==> config.mk <==
export PLATFORM = sky130hd
export DESIGN_NAME = fetch_unit
export DESIGN_NICKNAME = d
export VERILOG_FILES = /design/src/rtl/mips_pkg.sv /design/src/rtl/if_id_reg.sv /design/src/rtl/fetch_unit.sv
export SDC_FILE = /design/constraint.sdc
export NUM_CORES = 1
export LEC_CHECK = 0
export ABC_AREA = 0
export BUFFER_PORTS_ARGS = -buffer_cell sky130_fd_sc_hd__buf_2
export CORE_MARGIN = 2
export CORE_UTILIZATION = 48
export CTS_BUF_LIST = sky130_fd_sc_hd__clkbuf_8 sky130_fd_sc_hd__clkbuf_16
export CTS_CLUSTER_DIAMETER = 80
export DETAILED_ROUTE_END_ITERATION = 10
export PLACE_DENSITY_LB_ADDON = 0.12
export SETUP_SLACK_MARGIN = 0.05
export SYNTH_ARGS = -nofsm -noshare
export SYNTH_HDL_FRONTEND = slang
export SYNTH_HIERARCHICAL = 1
export SYNTH_SLANG_ARGS = --single-unit
==> constraint.sdc <==
create_clock -name clk -period 3.7 [get_ports clk]
set_input_delay 0.185 -clock clk [delete_from_list [all_inputs] [get_ports clk]]
set_output_delay 0.185 -clock clk [all_outputs]
set_load 0.02 [all_outputs]
==> src/rtl/mips_pkg.sv <==
`default_nettype none
// ============================================================================
//  Module   : mips_pkg
//  Brief    : Shared constants and fetch-state encoding for the fetch stage.
//  Revision : 1.0 - initial release
// ============================================================================
package mips_pkg;

  // All-zero word (sll $0,$0,0) used as the bubble / faulted instruction.
  localparam logic [31:0] c_NOP = 32'h0000_0000;

  // Byte distance between consecutive instructions.
  localparam int unsigned c_INSTR_BYTES = 4;

  // Fetch sequencer states.
  typedef enum logic [1:0] {
    ST_IDLE  = 2'd0,
    ST_REQ   = 2'd1,
    ST_WAIT  = 2'd2,
    ST_DRAIN = 2'd3
  } fetch_state_e;

endpackage
`default_nettype wire

==> src/rtl/if_id_reg.sv <==
`default_nettype none
// ============================================================================
//  Module   : if_id_reg
//  Brief    : IF/ID pipeline register with load / hold / flush / consume.
//             Flush only kills the valid bit; payload is left as-is.
//  Revision : 1.0 - initial release
// ============================================================================
module if_id_reg #(
  parameter int ADDR_W = 32,
  parameter int DATA_W = 32
) (
  input  logic              clk,
  input  logic              rst,
  input  logic              load_i,
  input  logic              flush_i,
  input  logic              consume_i,
  input  logic [DATA_W-1:0] instr_i,
  input  logic [ADDR_W-1:0] pc_i,
  input  logic [ADDR_W-1:0] pc_plus4_i,
  input  logic              fault_i,
  output logic              valid_o,
  output logic [DATA_W-1:0] instr_o,
  output logic [ADDR_W-1:0] pc_o,
  output logic [ADDR_W-1:0] pc_plus4_o,
  output logic              fault_o
);

  logic              valid_q;
  logic [DATA_W-1:0] instr_q;
  logic [ADDR_W-1:0] pc_q;
  logic [ADDR_W-1:0] pc_plus4_q;
  logic              fault_q;

  // Valid bit: flush beats load beats consume; otherwise hold.
  always_ff @(posedge clk or posedge rst) begin
    if (rst) begin
      valid_q <= 1'b0;
    end else if (flush_i) begin
      valid_q <= 1'b0;
    end else if (load_i) begin
      valid_q <= 1'b1;
    end else if (consume_i) begin
      valid_q <= 1'b0;
    end
  end

  // Payload: only a non-flushed load overwrites it.
  always_ff @(posedge clk or posedge rst) begin
    if (rst) begin
      instr_q    <= '0;
      pc_q       <= '0;
      pc_plus4_q <= '0;
      fault_q    <= 1'b0;
    end else if (load_i && !flush_i) begin
      instr_q    <= instr_i;
      pc_q       <= pc_i;
      pc_plus4_q <= pc_plus4_i;
      fault_q    <= fault_i;
    end
  end

  assign valid_o    = valid_q;
  assign instr_o    = instr_q;
  assign pc_o       = pc_q;
  assign pc_plus4_o = pc_plus4_q;
  assign fault_o    = fault_q;

endmodule
`default_nettype wire

==> src/rtl/fetch_unit.sv <==
`default_nettype none
// ============================================================================
//  Module   : fetch_unit
//  Brief    : Instruction fetch stage. Issues one imem read at a time for the
//             current pc, fills IF/ID, steers next_pc back into the PC
//             register (hold / +4 / redirect) and drains responses that a
//             redirect has made stale.
//  Revision : 1.0 - initial release
// ============================================================================
module fetch_unit
  import mips_pkg::*;
#(
  parameter int ADDR_W = 32,
  parameter int DATA_W = 32
) (
  input  logic              clk,
  input  logic              rst,
  input  logic [ADDR_W-1:0] pc,
  output logic [ADDR_W-1:0] next_pc,
  output logic              imem_req_valid,
  input  logic              imem_req_ready,
  output logic [ADDR_W-1:0] imem_req_addr,
  input  logic              imem_rsp_valid,
  input  logic [DATA_W-1:0] imem_rsp_data,
  input  logic              redirect_valid,
  input  logic [ADDR_W-1:0] redirect_target,
  input  logic              id_ready,
  output logic              if_valid,
  output logic [DATA_W-1:0] if_instr,
  output logic [ADDR_W-1:0] if_pc,
  output logic [ADDR_W-1:0] if_pc_plus4,
  output logic              if_fault
);

  fetch_state_e state_q, state_d;

  logic              misaligned;
  logic              slot_free;
  logic              issue;
  logic              fault_cap;
  logic              rsp_cap;
  logic              capture;
  logic [ADDR_W-1:0] pc_plus4;
  logic [DATA_W-1:0] load_instr;

  assign misaligned = |pc[1:0];
  // IF/ID can take a new entry if it is empty or decode drains it this cycle.
  assign slot_free  = !if_valid || id_ready;
  assign pc_plus4   = pc + ADDR_W'(c_INSTR_BYTES);

  // State register; reset drops straight back to IDLE even mid-fetch.
  always_ff @(posedge clk or posedge rst) begin
    if (rst) begin
      state_q <= ST_IDLE;
    end else begin
      state_q <= state_d;
    end
  end

  // Next-state, request handshake, capture decision and next_pc mux.
  always_comb begin
    state_d        = state_q;
    issue          = 1'b0;
    fault_cap      = 1'b0;
    rsp_cap        = 1'b0;

    case (state_q)
      ST_IDLE: begin
        state_d = ST_REQ;
      end
      ST_REQ: begin
        if (slot_free) begin
          if (misaligned) begin
            // No memory access; the fault itself becomes the fetched item.
            fault_cap = !redirect_valid;
          end else begin
            issue = 1'b1;
            if (imem_req_ready) begin
              state_d = redirect_valid ? ST_DRAIN : ST_WAIT;
            end
          end
        end
      end
      ST_WAIT: begin
        // IF/ID was free when the request went out and nothing else loads it
        // meanwhile, so a response can always be captured.
        if (imem_rsp_valid) begin
          rsp_cap = !redirect_valid;
          state_d = ST_REQ;
        end else if (redirect_valid) begin
          state_d = ST_DRAIN;
        end
      end
      ST_DRAIN: begin
        if (imem_rsp_valid) begin
          state_d = ST_REQ;
        end
      end
      default: begin
        state_d = ST_IDLE;
      end
    endcase

    capture = fault_cap || rsp_cap;

    if (redirect_valid) begin
      next_pc = redirect_target;
    end else if (capture) begin
      next_pc = pc_plus4;
    end else begin
      next_pc = pc;
    end

    load_instr = fault_cap ? DATA_W'(c_NOP) : imem_rsp_data;
  end

  assign imem_req_valid = issue;
  assign imem_req_addr  = pc;

  if_id_reg #(
    .ADDR_W (ADDR_W),
    .DATA_W (DATA_W)
  ) u_if_id (
    .clk        (clk),
    .rst        (rst),
    .load_i     (capture),
    .flush_i    (redirect_valid),
    .consume_i  (id_ready && if_valid),
    .instr_i    (load_instr),
    .pc_i       (pc),
    .pc_plus4_i (pc_plus4),
    .fault_i    (fault_cap),
    .valid_o    (if_valid),
    .instr_o    (if_instr),
    .pc_o       (if_pc),
    .pc_plus4_o (if_pc_plus4),
    .fault_o    (if_fault)
  );

endmodule
`default_nettype wire
==> metrics.md, run 1 <==
| Metric | Value |
|---|---|
| Syn Inst Count | `573` |
| Slowest CP cell | `buf_4` |
| Worst hold slack | `0.147 ns` |
| P&R area growth vs syn | `23.4%` |
| Worst Hold Path Cells | `2` |
| CP Launch Type | `register` |
| Cts hold-fix bufs | `1` |
| Final WL | `16,200 um` |
| Internal | `3.26 mW` |
| R2r endpoint | `u_if_id/pc_o[6]$_DFFE_PP0P_` |
| Delay-heaviest family, CP | `buffers and inverters` |
| Vias in the first global route | `4,841` |
| Syn Area/Cell | `10.6 um2` |
| Setup TNS | `0 ns` |
| Number of synthesized register bits | `100` |
| Total CTS buffers | `9` |
| Largest net degree at the start of global routing | `70` |
| Required @ worst endpoint | `3.93 ns` |
| Post-synthesis sequential area ratio | `41.1%` |
| Count of input and output buffers | `264` |
| Core area | `12,500 um2` |
| Die Ht | `117 um` |
| Drt first pass iters | `5` |
| CP Max Fanout | `49` |
| Min-delay worst type | `input pin to register` |
| # nets final | `887` |
| Clk buf depth | `2` |
| Post-synth ARST share | `100%` |
| Share of layout cells above drive strength 1 | `49.9%` |
| Critical path's most frequent cell | `inv_1` |
| Clock Latency Late Sink | `0.35 ns` |
| Worst-Margin Slew | `0.910 ns` |
| Wire length of the first global-routing pass | `24,400 um` |
| Setup bufs post-CTS | `0` |
| Mapped Area | `6090 um2` |
| Total track usage | `23.0%` |
| Fin. max-slew vios | `0` |
| Site Rows | `41` |
| Fmax | `353 MHz` |
| Yosys cell types | `49` |
| Net count after synthesis | `679` |
| Sequential Power Share | `35.1%` |
| Initial antenna violation count | `1` |
| Via count | `5,190` |
| CTS HTree Levels | `3` |
| Switching power | `2.21 mW` |
| Placer Congestion | `0.767` |
| Switching Fraction | `40.4%` |
| Hold EP | `u_if_id/pc_o[0]$_DFFE_PP0P_` |
| Max transition margin | `38.8%` |
| Total global routing overflow | `0` |
| Worst Min Path Start | `pc[0]` |
| Worst-path clk slew | `0.07 ns` |
| R2R depth | `8` |
| WL per Instance | `16.9 um` |
| Synth Flop Type | `dfrtp_1` |
| Die ar. | `13,600 um2` |
| CP bufs+invs | `4` |
| # DRC | `0` |
| Vias/cell | `5.41` |
| Number of synthesized flops with an enable pin | `0` |
| Number of top-level pins | `265` |
| CTS tree | `done` |
| DR iter-0 viols | `221` |
| CP cell instances | `inv_1 -> ha_1 -> inv_1 -> o31a_2 -> inv_1 -> nor2b_4 -> buf_4 -> mux2_2` |
| Initial core utilization | `48.7%` |
| Clk root buf | `clkbuf_16` |
| # resized after CTS | `0` |
| Status | `finished clean` |
| R2r setup slk | `0.87 ns` |
| Crit share post-route | `76.5%` |
| RR Startpoint | `state_q[1]$_DFFE_PP0P_` |
| Critical path arrival | `3.06 ns` |
| Syn. warnings | `6` |
| RSZ-0062 raised after global routing | `no` |
| Leakage | `3.53 nW` |
| Die X | `117 um` |
| Slowest stage delay, CP | `0.59 ns` |
| Maximum vdd drop | `0.379 mV` |
| Power per Cell Area | `728 nW/um2` |
| Clk pwr share | `16.9%` |
| Combinational power share | `48.0%` |
| Minimum clock period after layout | `2.83 ns` |
| Final hold violation count | `0` |
| Clk_skew | `0.00702 ns` |
| Max-cap viol count | `0` |
| HPWL Detailed | `11,600 um` |
| Number of routed nets with antenna violations | `0` |
| # setup viols final | `0` |
| CP Class | `register to register` |
| CP Capture Type | `register` |
| Clock Sinks | `100` |
| Fill count | `1,159` |
[stage by stage]
stage               setup slack [ns]  util [%]  cells  power, mW  area, um2
global route                   0.734      60.0    958       5.79       7510
global placement               0.964      57.7    941       4.51       7220
finish                         0.871      60.1    959       5.47       7520
detailed placement             0.893      57.7    941       4.59       7220
CTS                            0.877      60.0    958       5.53       7510
floorplan                      0.953         -    573       3.72       6090
[cell families (layout without fill, tap and decap cells)]
| family | after synthesis | count (layout) | share of synthesized area [%] |
|---|---|---|---|
| simple gates | 182 | 182 | 17.1 |
| mux | 102 | 102 | 20.7 |
| flops | 100 | 100 | 41.1 |
| buf+inv | 88 | 301 | 8.50 |
| compound gates | 68 | 68 | 7.64 |
| xor+xnor | 29 | 29 | 4.17 |
| fa+ha+maj | 4 | 4 | 0.822 |
| other cells | 0 | 1 | 0 |
[routing by layer]
metal	part of all wire (%)	global-route usage [%]	up-vias	wire length, um
li1	-	-	2444	-
met1	42	29.2	2512	6750
met2	50	39.0	213	8060
met3	7.0	5.14	21	1130
met4	1.5	7.92	0	242
met5	0	0	-	0
[sequential cells by signal (all words and copies together) (netlist names)]
signal,cells
state_q,2
u_if_id/fault_o,1
u_if_id/instr_o,32
u_if_id/pc_o,32
u_if_id/pc_plus4_o,32
u_if_id/valid_o,1
[cells in the final DEF (no fill, tap or decap), types with 3 or more instances in the layout]
cell type and count:
buf_2 264, dfrtp_1 100, mux2_2 70, and2_1 35, mux2_4 30, nand2_1 26, nor2_1 23, nand3_1 21
or4_1 18, nand4_1 17, xnor2_1 15, xor2_1 14, inv_1 13, a31oi_1 13, o21ai_0 12, o31ai_1 12
clkbuf_16 9, nor2b_1 8, o211ai_1 8, nor4_1 7, a21oi_1 6, nor3_1 6, buf_4 6, or3_1 4
o311ai_0 4, ha_1 4, nand2b_1 3, and3_1 3, nand3b_1 3, a22o_1 3
[cell usage after synthesis (all sizes together), types with 3 or more instances]
library cell	number	area, um2
mux2	100	1240
buf	47	363
o311ai	4	35.0
nand3	21	105
o211ai	8	60.1
a21oi	6	30.0
or4	19	146
ha	4	50.1
o31ai	12	90.1
and2	35	219
nor3	6	30.0
or3	4	25.0
nor4	8	56.3
nand3b	3	22.5
dfrtp	100	2500
xor2	14	123
nor2	23	86.3
nand2b	3	18.8
xnor2	15	131
a22o	3	26.3
nand2	26	97.6
clkbuf	27	103
and3	3	18.8
a31oi	13	81.3
o21ai	12	60.1
nand4	18	128
nor2b	9	56.3
inv	13	48.8
[power groups by stage]
| stage | sequential [mW] | clock [mW] | combinational [mW] |
|---|---|---|---|
| after CTS | 1.93 | 0.947 | 2.65 |
| after global placement | 1.92 | 0 | 2.59 |
| after floorplan | 2.59 | 0 | 1.13 |
| after detailed placement | 1.94 | 0 | 2.65 |
| after global routing | 2.00 | 0.986 | 2.81 |
| final | 1.92 | 0.923 | 2.63 |
[cell type report]
cell class | count | area [um2] | area share, %
inverter | 14 | 55.1 | 0.732
timing repair buffer | 271 | 1380 | 18.3
clock inverter | 5 | 33.8 | 0.449
clock buffer | 11 | 253 | 3.36
antenna | 1 | 2.50 | 0.0333
tap | 172 | 215 | 2.86
sequential | 100 | 2500 | 33.3
multi-input combinational | 385 | 3080 | 41.0
[worst max path at each step]
| stage | from | slack (ns) | endpoint | cells past startpoint |
|---|---|---|---|---|
| finish | state_q[1]$_DFFE_PP0P_ | 0.87 | u_if_id/pc_o[6]$_DFFE_PP0P_ | 8 |
| global route | state_q[1]$_DFFE_PP0P_ | 0.73 | u_if_id/pc_plus4_o[19]$_DFFE_PP0P_ | 8 |
| CTS | state_q[1]$_DFFE_PP0P_ | 0.88 | u_if_id/pc_o[6]$_DFFE_PP0P_ | 8 |
| detailed placement | state_q[1]$_DFFE_PP0P_ | 0.89 | u_if_id/pc_o[6]$_DFFE_PP0P_ | 8 |
| global placement | state_q[1]$_DFFE_PP0P_ | 0.96 | u_if_id/pc_plus4_o[18]$_DFFE_PP0P_ | 8 |
| floorplan | rst | 0.95 | u_if_id/fault_o$_DFFE_PP0P_ | 1 |
No activity file was read; power rests on OpenSTA's default activity.
==> inputs of run 2 (changes only) <==
clock period = 2.7 ns   (was 3.7 ns; I/O delays follow)
==> run 2 against run 1 <==
Effect of this change: clock-buffer cell count fell by 1; register-to-register slack got worse by 0.41 ns; largest cell class unchanged; core utilization rose by 1.3 points; hold slack got worse by 0.053 ns; die area did not move; first-iteration DRC count rose by 30%; clock power rose by 43%; worst setup slack got worse by 0.66 ns; highest routed layer unchanged; total power rose by 40%; global-route usage barely moved; clock skew fell by 0.0015 ns.
==> metrics.md, run 2 (synthesized netlist as in run 1, its figures left out) <==
| Metric | Value |
|---|---|
| Status | `finished clean (unchanged)` |
| Critical path arrival | `2.36 ns (was 3.06 ns)` |
| Power per Cell Area | `997 nW/um2 (was 728 nW/um2)` |
| Setup TNS | `0 ns (unchanged)` |
| Clock Sinks | `100 (unchanged)` |
| Vias in the first global route | `4,859 (was 4,841)` |
| CTS HTree Levels | `3 (unchanged)` |
| Worst-path clk slew | `0.07 ns (about the same)` |
| Required @ worst endpoint | `2.57 ns (was 3.93 ns)` |
| CP Launch Type | `register (unchanged)` |
| R2r setup slk | `0.46 ns (was 0.87 ns)` |
| Total track usage | `23.0% (about the same)` |
| CP Max Fanout | `24 (was 49)` |
| Largest net degree at the start of global routing | `62 (was 70)` |
| Total CTS buffers | `9 (unchanged)` |
| Internal | `4.60 mW (was 3.26 mW)` |
| Most frequent cells in the layout | `buf_2, dfrtp_1, mux2_2 (unchanged)` |
| P&R area growth vs syn | `26.0% (was 23.4%)` |
| Commonest non-fill, non-tap cell in the layout | `buf_2 (unchanged)` |
| R2R depth | `8 (unchanged)` |
| CP cell instances | `inv_1 -> ha_2 -> inv_1 -> o31a_4 -> buf_12 -> or4_1 -> a31oi_2 -> buf_4 (was inv_1 -> ha_1 -> inv_1 -> o31a_2 -> inv_1 -> nor2b_4 -> buf_4 -> mux2_2)` |
| Minimum clock period after layout | `2.49 ns` |
| Launch point of the critical path | `state_q[1]$_DFFE_PP0P_ (unchanged)` |
| Switching power | `3.05 mW (was 2.21 mW)` |
| Die X | `117 um (unchanged)` |
| Worst Min Path Start | `pc[1] (was pc[0])` |
| Clk root buf | `clkbuf_16 (unchanged)` |
| Setup bufs post-CTS | `0 (unchanged)` |
| Final hold violation count | `0 (unchanged)` |
| Wire length of the first global-routing pass | `24,500 um (was 24,400 um)` |
| Final cell count without fillers | `966 (was 959)` |
| Switching Fraction | `39.9% (was 40.4%)` |
| RR Startpoint | `state_q[1]$_DFFE_PP0P_ (unchanged)` |
| Initial antenna violation count | `1 (unchanged)` |
| HPWL Detailed | `11,800 um (was 11,600 um)` |
| CP Class | `register to primary output (was register to register)` |
| # setup viols final | `0 (unchanged)` |
| Max-cap viol count | `0 (unchanged)` |
| Leakage | `3.59 nW (was 3.53 nW)` |
| Initial core utilization | `48.7% (unchanged)` |
| WL per Instance | `17.1 um (was 16.9 um)` |
| Via count | `5,182 (was 5,190)` |
| Fin. max-slew vios | `0 (unchanged)` |
| Slowest stage delay, CP | `0.41 ns (was 0.59 ns)` |
| # nets final | `895 (was 887)` |
| Clk_skew | `0.00549 ns (was 0.00702 ns)` |
| DR iter-0 viols | `287 (was 221)` |
| Final setup margin | `0.208 ns (was 0.871 ns)` |
| Drt first pass iters | `4 (was 5)` |
| Core area | `12,500 um2 (unchanged)` |
| CP bufs+invs | `4 (unchanged)` |
| Fmax | `401 MHz` |
| Number of routed nets with antenna violations | `0 (unchanged)` |
| Hold EP | `u_if_id/pc_plus4_o[1]$_DFFE_PP0P_ (was u_if_id/pc_o[0]$_DFFE_PP0P_)` |
| Clk pwr share | `17.2% (was 16.9%)` |
| Min-delay worst type | `input pin to register (unchanged)` |
| Final WL | `16,500 um (was 16,200 um)` |
| RSZ-0062 raised after global routing | `no (unchanged)` |
| # DRC | `0 (unchanged)` |
| Die Ht | `117 um (unchanged)` |
| Worst Hold Path Cells | `2 (unchanged)` |
| Total global routing overflow | `0 (unchanged)` |
| Pre-CTS WS | `0.383 ns (was 0.893 ns)` |
| Combinational power share | `48.4% (was 48.0%)` |
| Share of layout cells above drive strength 1 | `50.7% (was 49.9%)` |
| Slowest CP cell | `dfrtp_1 (was buf_4)` |
| Maximum vdd drop | `0.573 mV (was 0.379 mV)` |
| Critical path's most frequent cell | `inv_1 (unchanged)` |
| Worst-Margin Slew | `1.00 ns (was 0.910 ns)` |
| CP Capture Type | `primary output (was register)` |
| Crit share post-route | `92.3%` |
| CTS tree | `done (unchanged)` |
| Number of top-level pins | `265 (unchanged)` |
| Delay-heaviest family, CP | `compound AO/OA/AOI/OAI gates (was buffers and inverters)` |
| Die ar. | `13,600 um2 (unchanged)` |
| Max transition margin | `33.1% (was 38.8%)` |
| Placer Congestion | `0.792 (was 0.767)` |
| Sequential Power Share | `34.3% (was 35.1%)` |
| R2r endpoint | `u_if_id/pc_plus4_o[22]$_DFFE_PP0P_ (was u_if_id/pc_o[6]$_DFFE_PP0P_)` |
| Site Rows | `41 (unchanged)` |
| Count of input and output buffers | `264 (unchanged)` |
| Vias/cell | `5.36 (was 5.41)` |
| Clk buf depth | `2 (unchanged)` |
| Inst Count DP | `948 (was 941)` |
| Clock Latency Late Sink | `0.34 ns (was 0.35 ns)` |
| Fill count | `1,119 (was 1,159)` |
-- run 2: worst max path at each step --
| stage | to | slack [ns] | cells past startpoint |
|---|---|---|---|
| after floorplan | u_if_id/instr_o[0]$_DFFE_PP0P_ | 0.33 | 11 |
| after global placement | next_pc[20] | 0.43 | 7 |
| after detailed placement | next_pc[22] | 0.38 | 7 |
| after CTS | next_pc[21] | 0.09 | 8 |
| after global routing | next_pc[19] | 0.09 | 8 |
| final | next_pc[19] | 0.21 | 8 |
-- run 2: metrics by stage --
stage	hold WS (ns)	power [mW]	util (%)	instance area [um2]
after floorplan	-0.124	5.09	-	6090
after global placement	0.0160	6.23	58.4	7310
final	0.0944	7.65	61.3	7680
after detailed placement	0.0159	6.31	58.4	7310
after CTS	0.0809	7.67	60.9	7620
after global routing	0.0958	8.09	61.3	7670
-- run 2: worst reg2reg max path, cell delays in order (launching register included) --
cell and delay (ns):
dfrtp_1 0.41, inv_1 0.07, ha_2 0.18, inv_1 0.08, o31a_4 0.32, inv_1 0.09
nor2b_4 0.20, buf_12 0.33, mux2_2 0.44
-- run 2: final cells by class --
cell class / count / area (um2) / share of cell area (%)
Clock buffer: 10 / 239 / 3.11
Inverter: 14 / 56.3 / 0.733
Timing Repair Buffer: 279 / 1510 / 19.6
Multi-Input combinational cell: 385 / 3100 / 40.3
Tap cell: 172 / 215 / 2.80
Clock inverter: 5 / 60.1 / 0.782
Antenna cell: 1 / 2.50 / 0.0326
Sequential cell: 100 / 2500 / 32.6
-- run 2: timing repair --
action,CTS,global route
pin swaps,0,2
hold buffers,1,0
resized for setup,1,7
setup endpoints to repair,11,14
cloned,0,1
endpoints found under the hold margin,2,0
-- run 2: power by group through the flow --
stage               clock, mW  combinational (mW)  sequential [mW]
floorplan                   0                1.55             3.54
global placement            0                3.60             2.62
detailed placement          0                3.66             2.65
CTS                      1.36                3.68             2.63
global route             1.42                3.96             2.72
finish                   1.32                3.71             2.63
-- run 2: per-layer routing --
layer	GRT usage, %	up-vias	part of all wire (%)
met2	37.8	192	49
met1	29.3	2508	42
met5	0	-	0
li1	-	2470	-
met4	8.31	0	1.3
met3	6.07	12	8.0
